==> src/rtl/cpu_sequencer_if.sv <==
// cpu_sequencer_if: groups the sequencer's control inputs and datapath
// enables into one bundle.
//   master : the sequencer (takes run/instruction/zero/mem_ack, drives enables)
//   slave  : the datapath / memory side (the opposite directions)
interface cpu_sequencer_if;
   logic        run;
   logic [31:0] instruction;
   logic        zero;
   logic        mem_ack;
   logic        pc_inc;
   logic        pc_load;
   logic [7:0]  pc_target;
   logic        ir_load;
   logic [1:0]  alu_op;
   logic        reg_we;
   logic        wb_sel;
   logic        mem_req;
   logic        mem_we;
   logic [2:0]  state;
   logic        halted;
   logic        fault;
   logic [15:0] instr_count;

   modport master (
      input  run, instruction, zero, mem_ack,
      output pc_inc, pc_load, pc_target, ir_load, alu_op, reg_we, wb_sel,
             mem_req, mem_we, state, halted, fault, instr_count
   );

   modport slave (
      output run, instruction, zero, mem_ack,
      input  pc_inc, pc_load, pc_target, ir_load, alu_op, reg_we, wb_sel,
             mem_req, mem_we, state, halted, fault, instr_count
   );
endinterface

==> src/rtl/cpu_sequencer.sv <==
// cpu_sequencer: multi-cycle control FSM for the experiment CPU. Gates PC
// advance, latches the instruction register, decodes the opcode and drives
// the per-state datapath enables, with a req/ack data-memory handshake that
// faults to HALT after MEM_TIMEOUT cycles without an ack.
// Ports:
//   clk    : rising-edge clock
//   rst    : asynchronous, active-low reset
//   seq_if : cpu_sequencer_if.master (run/instruction/zero/mem_ack in;
//            PC, IR, ALU, register-file and memory enables plus status out)
module cpu_sequencer #(
   parameter int MEM_TIMEOUT = 15
) (
   input  logic              clk,
   input  logic              rst,
   cpu_sequencer_if.master   seq_if
);

   localparam int TW = $clog2(MEM_TIMEOUT + 1);
   localparam logic [TW-1:0] TMO_LAST = TW'(MEM_TIMEOUT - 1);

   localparam logic [5:0] OP_RTYPE = 6'b000000;
   localparam logic [5:0] OP_LOAD  = 6'b000100;
   localparam logic [5:0] OP_STORE = 6'b000101;
   localparam logic [5:0] OP_BEQ   = 6'b000110;
   localparam logic [5:0] OP_JMP   = 6'b000111;
   localparam logic [5:0] OP_HALT  = 6'b111111;

   typedef enum logic [2:0] {
      S_IDLE   = 3'd0,
      S_FETCH  = 3'd1,
      S_DECODE = 3'd2,
      S_EXEC   = 3'd3,
      S_MEM    = 3'd4,
      S_WB     = 3'd5,
      S_HALT   = 3'd6
   } state_t;

   // Only the IR fields the sequencer decodes are kept: IR[31:24] holds both
   // the jump target and the R-type funct (IR[31:26]); IR[5:0] is the opcode.
   state_t      state_q, state_d;
   logic [7:0]  ir_hi_q, ir_hi_d;
   logic [5:0]  ir_op_q, ir_op_d;
   logic [7:0]  pc_target_q, pc_target_d;
   logic        fault_q, fault_d;
   logic [15:0] cnt_q, cnt_d;
   logic [TW-1:0] tmo_q, tmo_d;

   logic       pc_inc, pc_load, ir_load, reg_we, wb_sel, mem_req, mem_we;
   logic [1:0] alu_op;
   logic       retire;
   logic [5:0] funct;
   logic       legal;

   assign funct = ir_hi_q[7:2];

   always_comb begin
      legal = 1'b0;
      case (ir_op_q)
         OP_RTYPE: legal = (funct[5:2] == 4'd0);
         OP_LOAD, OP_STORE, OP_BEQ, OP_JMP, OP_HALT: legal = 1'b1;
         default:  legal = 1'b0;
      endcase
   end

   always_ff @(posedge clk or negedge rst) begin
      if (!rst) begin
         state_q     <= S_IDLE;
         ir_hi_q     <= '0;
         ir_op_q     <= '0;
         pc_target_q <= '0;
         fault_q     <= 1'b0;
         cnt_q       <= '0;
         tmo_q       <= '0;
      end else begin
         state_q     <= state_d;
         ir_hi_q     <= ir_hi_d;
         ir_op_q     <= ir_op_d;
         pc_target_q <= pc_target_d;
         fault_q     <= fault_d;
         cnt_q       <= cnt_d;
         tmo_q       <= tmo_d;
      end
   end

   always_comb begin
      state_d     = state_q;
      ir_hi_d     = ir_hi_q;
      ir_op_d     = ir_op_q;
      pc_target_d = pc_target_q;
      fault_d     = fault_q;
      cnt_d       = cnt_q;
      tmo_d       = tmo_q;
      retire      = 1'b0;
      pc_inc      = 1'b0;
      pc_load     = 1'b0;
      ir_load     = 1'b0;
      alu_op      = 2'b00;
      reg_we      = 1'b0;
      wb_sel      = 1'b0;
      mem_req     = 1'b0;
      mem_we      = 1'b0;

      case (state_q)
         S_IDLE: begin
            if (seq_if.run) state_d = S_FETCH;
         end
         S_FETCH: begin
            ir_load = 1'b1;
            pc_inc  = 1'b1;
            ir_hi_d = seq_if.instruction[31:24];
            ir_op_d = seq_if.instruction[5:0];
            state_d = S_DECODE;
         end
         S_DECODE: begin
            pc_target_d = ir_hi_q;
            if (ir_op_q == OP_HALT) begin
               state_d = S_HALT;
            end else if (!legal) begin
               fault_d = 1'b1;
               state_d = S_HALT;
            end else begin
               state_d = S_EXEC;
            end
         end
         S_EXEC: begin
            case (ir_op_q)
               OP_RTYPE: begin
                  alu_op  = funct[1:0];
                  state_d = S_WB;
               end
               OP_LOAD, OP_STORE: begin
                  state_d = S_MEM;
                  tmo_d   = '0;
               end
               // BEQ's pc_load follows zero combinationally within EXEC.
               OP_BEQ: begin
                  pc_load = seq_if.zero;
                  retire  = 1'b1;
               end
               OP_JMP: begin
                  pc_load = 1'b1;
                  retire  = 1'b1;
               end
               default: state_d = S_HALT;
            endcase
         end
         S_MEM: begin
            mem_req = 1'b1;
            mem_we  = (ir_op_q == OP_STORE);
            // An ack in the final allowed cycle takes priority over the timeout.
            if (seq_if.mem_ack) begin
               if (ir_op_q == OP_LOAD) state_d = S_WB;
               else                    retire  = 1'b1;
            end else if (tmo_q == TMO_LAST) begin
               fault_d = 1'b1;
               state_d = S_HALT;
            end else begin
               tmo_d = tmo_q + 1'b1;
            end
         end
         S_WB: begin
            reg_we = 1'b1;
            wb_sel = (ir_op_q == OP_LOAD);
            retire = 1'b1;
         end
         S_HALT: begin
            state_d = S_HALT;
         end
         default: state_d = S_IDLE;
      endcase

      if (retire) begin
         if (cnt_q != 16'hFFFF) cnt_d = cnt_q + 16'd1;
         state_d = seq_if.run ? S_FETCH : S_IDLE;
      end
   end

   assign seq_if.pc_inc      = pc_inc;
   assign seq_if.pc_load     = pc_load;
   assign seq_if.pc_target   = pc_target_q;
   assign seq_if.ir_load     = ir_load;
   assign seq_if.alu_op      = alu_op;
   assign seq_if.reg_we      = reg_we;
   assign seq_if.wb_sel      = wb_sel;
   assign seq_if.mem_req     = mem_req;
   assign seq_if.mem_we      = mem_we;
   assign seq_if.state       = state_q;
   assign seq_if.halted      = (state_q == S_HALT);
   assign seq_if.fault       = fault_q;
   assign seq_if.instr_count = cnt_q;

endmodule

==> src/flat_wrapper.sv <==
// flat-port wrapper written by rule: the top's interface ports become plain ports
module cpu_sequencer_flat 
#(
   parameter int MEM_TIMEOUT = 15
)
  (clk, rst, seq_if_run, seq_if_instruction, seq_if_zero, seq_if_mem_ack, seq_if_pc_inc, seq_if_pc_load, seq_if_pc_target, seq_if_ir_load, seq_if_alu_op, seq_if_reg_we, seq_if_wb_sel, seq_if_mem_req, seq_if_mem_we, seq_if_state, seq_if_halted, seq_if_fault, seq_if_instr_count);
  cpu_sequencer_if seq_if_i ();
  input  logic clk;
  input  logic rst;
  input wire logic [$bits(seq_if_i.run)-1:0] seq_if_run;
  input wire logic [$bits(seq_if_i.instruction)-1:0] seq_if_instruction;
  input wire logic [$bits(seq_if_i.zero)-1:0] seq_if_zero;
  input wire logic [$bits(seq_if_i.mem_ack)-1:0] seq_if_mem_ack;
  output wire logic [$bits(seq_if_i.pc_inc)-1:0] seq_if_pc_inc;
  output wire logic [$bits(seq_if_i.pc_load)-1:0] seq_if_pc_load;
  output wire logic [$bits(seq_if_i.pc_target)-1:0] seq_if_pc_target;
  output wire logic [$bits(seq_if_i.ir_load)-1:0] seq_if_ir_load;
  output wire logic [$bits(seq_if_i.alu_op)-1:0] seq_if_alu_op;
  output wire logic [$bits(seq_if_i.reg_we)-1:0] seq_if_reg_we;
  output wire logic [$bits(seq_if_i.wb_sel)-1:0] seq_if_wb_sel;
  output wire logic [$bits(seq_if_i.mem_req)-1:0] seq_if_mem_req;
  output wire logic [$bits(seq_if_i.mem_we)-1:0] seq_if_mem_we;
  output wire logic [$bits(seq_if_i.state)-1:0] seq_if_state;
  output wire logic [$bits(seq_if_i.halted)-1:0] seq_if_halted;
  output wire logic [$bits(seq_if_i.fault)-1:0] seq_if_fault;
  output wire logic [$bits(seq_if_i.instr_count)-1:0] seq_if_instr_count;
  assign seq_if_i.run = seq_if_run;
  assign seq_if_i.instruction = seq_if_instruction;
  assign seq_if_i.zero = seq_if_zero;
  assign seq_if_i.mem_ack = seq_if_mem_ack;
  assign seq_if_pc_inc = seq_if_i.pc_inc;
  assign seq_if_pc_load = seq_if_i.pc_load;
  assign seq_if_pc_target = seq_if_i.pc_target;
  assign seq_if_ir_load = seq_if_i.ir_load;
  assign seq_if_alu_op = seq_if_i.alu_op;
  assign seq_if_reg_we = seq_if_i.reg_we;
  assign seq_if_wb_sel = seq_if_i.wb_sel;
  assign seq_if_mem_req = seq_if_i.mem_req;
  assign seq_if_mem_we = seq_if_i.mem_we;
  assign seq_if_state = seq_if_i.state;
  assign seq_if_halted = seq_if_i.halted;
  assign seq_if_fault = seq_if_i.fault;
  assign seq_if_instr_count = seq_if_i.instr_count;
  cpu_sequencer #(.MEM_TIMEOUT(MEM_TIMEOUT)) u_core (.clk(clk), .rst(rst), .seq_if(seq_if_i));
endmodule
==> config.mk <==
export PLATFORM = sky130hd
export DESIGN_NAME = cpu_sequencer_flat
export DESIGN_NICKNAME = d
export VERILOG_FILES = /design/src/rtl/cpu_sequencer_if.sv /design/src/rtl/cpu_sequencer.sv /design/src/flat_wrapper.sv
export SDC_FILE = /design/constraint.sdc
export NUM_CORES = 1
export LEC_CHECK = 0
export BUFFER_PORTS_ARGS = -buffer_cell sky130_fd_sc_hd__buf_2
export CAP_MARGIN = 20
export CORE_MARGIN = 2
export CORE_UTILIZATION = 50
export DETAILED_ROUTE_END_ITERATION = 10
export PLACE_DENSITY = 0.8
export SYNTH_ARGS = -nofsm -noshare
export SYNTH_HDL_FRONTEND = slang
export SYNTH_SLANG_ARGS = --single-unit
==> constraint.sdc <==
create_clock -name clk -period 2.1 [get_ports clk]
set_input_delay 0.21 -clock clk [delete_from_list [all_inputs] [get_ports clk]]
set_output_delay 0.21 -clock clk [all_outputs]
set_load 0.05 [all_outputs]
==> key figures <==
Power and ir drop
  – Psw: approximately 1.9 mW
  – Switching Share: 0.460
  – Pint: 2.22 mW
  – Reg power frac: 0.371
  – Max IR drop VDD: 1010 µV
  – Power Total: about 4 mW
  – Clock network power share: 0.130
  – Pwr/cell area: 1450 nW/µm²
  – Combinational power share: 0.498
  – Leakage Power: 1.42 nW

Global route
  – First-pass GRT wire length: 7770 µm
  – Pin count of the biggest net entering global routing: 25
  – Vias in the first global route: 1,714
  – Initial antenna violation count: 0
  – GRT Total Usage: 0.192
  – Grt total ovfl: 0

Routing
  – DRT antenna net count: 0
  – Met3 wire length: 170 µm
  – Drt via density: 5.38
  – Vias: 1,704
  – Met1 WL: 2160 µm
  – WL per Instance: roughly 15 µm
  – Drt total wl: 4670 µm
  – Detailed Routing Iterations Pass 1: 4
  – Number of remaining DRC errors: 0
  – DRT iter0 DRCs: 85
  – Met2 routed WL: 2300 µm
  – Max layer used: met4

Worst setup path
  – Critical Path AT: 1880 ps
  – CP bufs+invs: 1
  – CP required: 1890 ps
  – Critical Path Fanout Max: 5
  – Crit path largest cell delay: 550 ps
  – WS Path Type: flip-flop to output pin
  – CP max stage cell: or4_4
  – Worst Setup End Kind: output pin
  – Largest delay share family, worst path: simple AND/OR/NAND/NOR gates
  – Crit-path cells: or4_4, nor3_4, and3_4, buf_8
  – CP Launch Type: flip-flop

Status
  – Outcome: finished, final reports clean

Floorplan
  – Initial cell density of the core: 0.521
  – Die height: a little over 70 µm
  – Top-Level Pins: 75
  – Die width: 71.3 µm
  – Core area: around 4400 µm²
  – Die area: 5090 µm²
  – Rows: 24

Timing
  – Achievable frequency: 479 MHz
  – RSZ-0062 raised after global routing: true
  – Slew margin rel.: 0.633
  – Hold_ws: 117 ps
  – Worst-Margin Slew: 550 ps
  – Tcrit/Tclk final: 0.993
  – Final TNS setup: 0 ps
  – Final Setup Violations: 0
  – Hold Fails Final Rpt: 0
  – Final Skew: 6.36 ps
  – Final setup margin: 14.4 ps
  – Time the worst path needs with I/O delays and setup: 2090 ps
  – Final Max Slew Viols: 0

Worst hold path
  – Hold Crit Class: primary input to flip-flop

Yosys
  – Post-Syn Area: 2270 µm²
  – Synthesized net count: 234
  – Sequential cell area fraction in the yosys report: 0.508
  – Gate Count Post-Synth: 194
  – Top FF cell, synth: dfrtp_1
  – Unique masters post-synth: 43
  – Asr flop ratio synth: 1.00
  – Avg Cell Area, Syn: 11.7 µm²
  – Ys Warns: 0
  – Synth Register Bits: 46
  – EDFF count, synth: 0

Placed design
  – DP Cell Count: 308
  – Placer congestion estimate: slightly above 0.9
  – Placed Area: 2690 µm²
  – Hpwl dp: 3430 µm
  – Dpl ws: 56.9 ps
  – IO buf count: 56

Job
  – Max Cap Viol: 0

Clock network
  – Clock latency on the worst-skew pair: just under 300 ps
  – CTS Buf Count: 5
  – CTS max path bufs: 2
  – TritonCTS clock tree: built
  – Clock root cell: clkbuf_8
  – Sink Count: 46
  – Post-CTS setup buffers: 0
  – H-Tree Depth: 2
  – Clock transition at path regs: 90 ps

Layout
  – Layout fillers: 350
  – Commonest non-fill, non-tap cell in the layout: buf_2
  – Fin cells: 317
  – Area of the multi-input gates: 1060 µm²
  – Number of nets in the layout: around 300
  – Final Util: 0.652
  – Seq. cell area: 1160 µm²
  – Commonest non-fill, non-tap cells in the layout: 52 x buf_2, 38 x dfrtp_1, 22 x mux2_2
  – Antenna fix cells: 0
  – Area grow syn2layout: 25.2%
  – Post-Layout Inst Area: 2840 µm²
  – Share of layout cells above drive strength 1: 0.483
==> flip-flops by register name, indices dropped and copies added (netlist names) <==
name / flops
u_core.seq_if.instr_count: 16
u_core.tmo_q: 4
u_core.ir_op_q: 6
u_core.seq_if.state: 3
u_core.seq_if.pc_target: 8
u_core.seq_if.fault: 1
u_core.ir_hi_q: 8
==> final cells by class <==
class / count / share of cell area
clock buffer: 5 / 0.0243
clock inverter: 3 / 0.00750
inverter: 5 / 0.00794
multi-input combinational: 134 / 0.373
sequential: 46 / 0.409
tap: 52 / 0.0229
timing repair buffer: 72 / 0.155
==> synthesized netlist by cell type (2+ instances only) <==
library cell	n	share of area
dfrtp_1	46	0.51
mux2_2	22	0.11
xnor2_1	14	0.054
nand2_1	12	0.020
a21oi_1	9	0.020
o21ai_0	9	0.020
nand3_1	8	0.018
nand4_1	7	0.019
nor3_1	7	0.015
and3_1	6	0.017
inv_1	5	0.0083
buf_6	4	0.020
nor2_1	4	0.0066
and2_1	3	0.0083
clkbuf_1	3	0.0050
ha_1	3	0.017
and3_2	2	0.0066
and3b_1	2	0.0077
nand3b_1	2	0.0066
nor3b_2	2	0.011
nor4_1	2	0.0055
==> per-layer routing <==
layer  global-route usage  vias up
met3               0.0422        4
li1                     -      834
met5                    0        -
met1                0.254      835
met2                0.318       31
met4               0.0587        0
==> power groups by stage <==
stage | combinational [mW] | clock (mW) | sequential, mW
after floorplan | 1.03 | 0 | 2.01
after global placement | 2.00 | 0 | 1.50
after detailed placement | 2.03 | 0 | 1.53
after CTS | 2.04 | 0.548 | 1.52
after global routing | 2.21 | 0.587 | 1.58
final | 2.05 | 0.537 | 1.53
==> worst paths after layout <==
kind                                  startpoint                    endpoint  slack (ps)  cells after the start
max in group asynchronous                    rst      u_core.seq_if.state[1]        1070                      3
min reg2reg                  u_core.seq_if.fault         u_core.seq_if.fault         470                      1
max reg2reg                    u_core.ir_op_q[3]         u_core.seq_if.fault         110                      6
min in group asynchronous                    rst  u_core.seq_if.pc_target[4]         440                      2
min                        seq_if_instruction[0]           u_core.ir_op_q[0]         120                      3
max                            u_core.ir_op_q[3]            seq_if_alu_op[0]          10                      4
==> worst register-to-register path, stage by stage (launching register included) <==
cell and delay (ps):
dfrtp_2 460, or4_4 550, nor3_4 220, a21oi_1 120, o211ai_1 150, a21oi_1 100
or2_2 280
==> kinds of logic after synthesis <==
| kind of cell | count (synthesis) | share of synthesized area |
|---|---|---|
| and+or+nand+nor | 69 | 0.200 |
| DFF | 46 | 0.508 |
| AOI/OAI and AO/OA | 25 | 0.0695 |
| muxes | 22 | 0.109 |
| xor gates and xnor gates | 15 | 0.0579 |
| buffers and inverters | 14 | 0.0386 |
| adders and majority gates | 3 | 0.0166 |
==> timing repair <==
action,4_1_cts,5_1_grt
resized for setup,4,10
hold buffers,1,0
endpoints found under the hold margin,22,0
setup endpoints to repair,2,4
pin swaps,0,2
(Power assumes the default switching activity.)
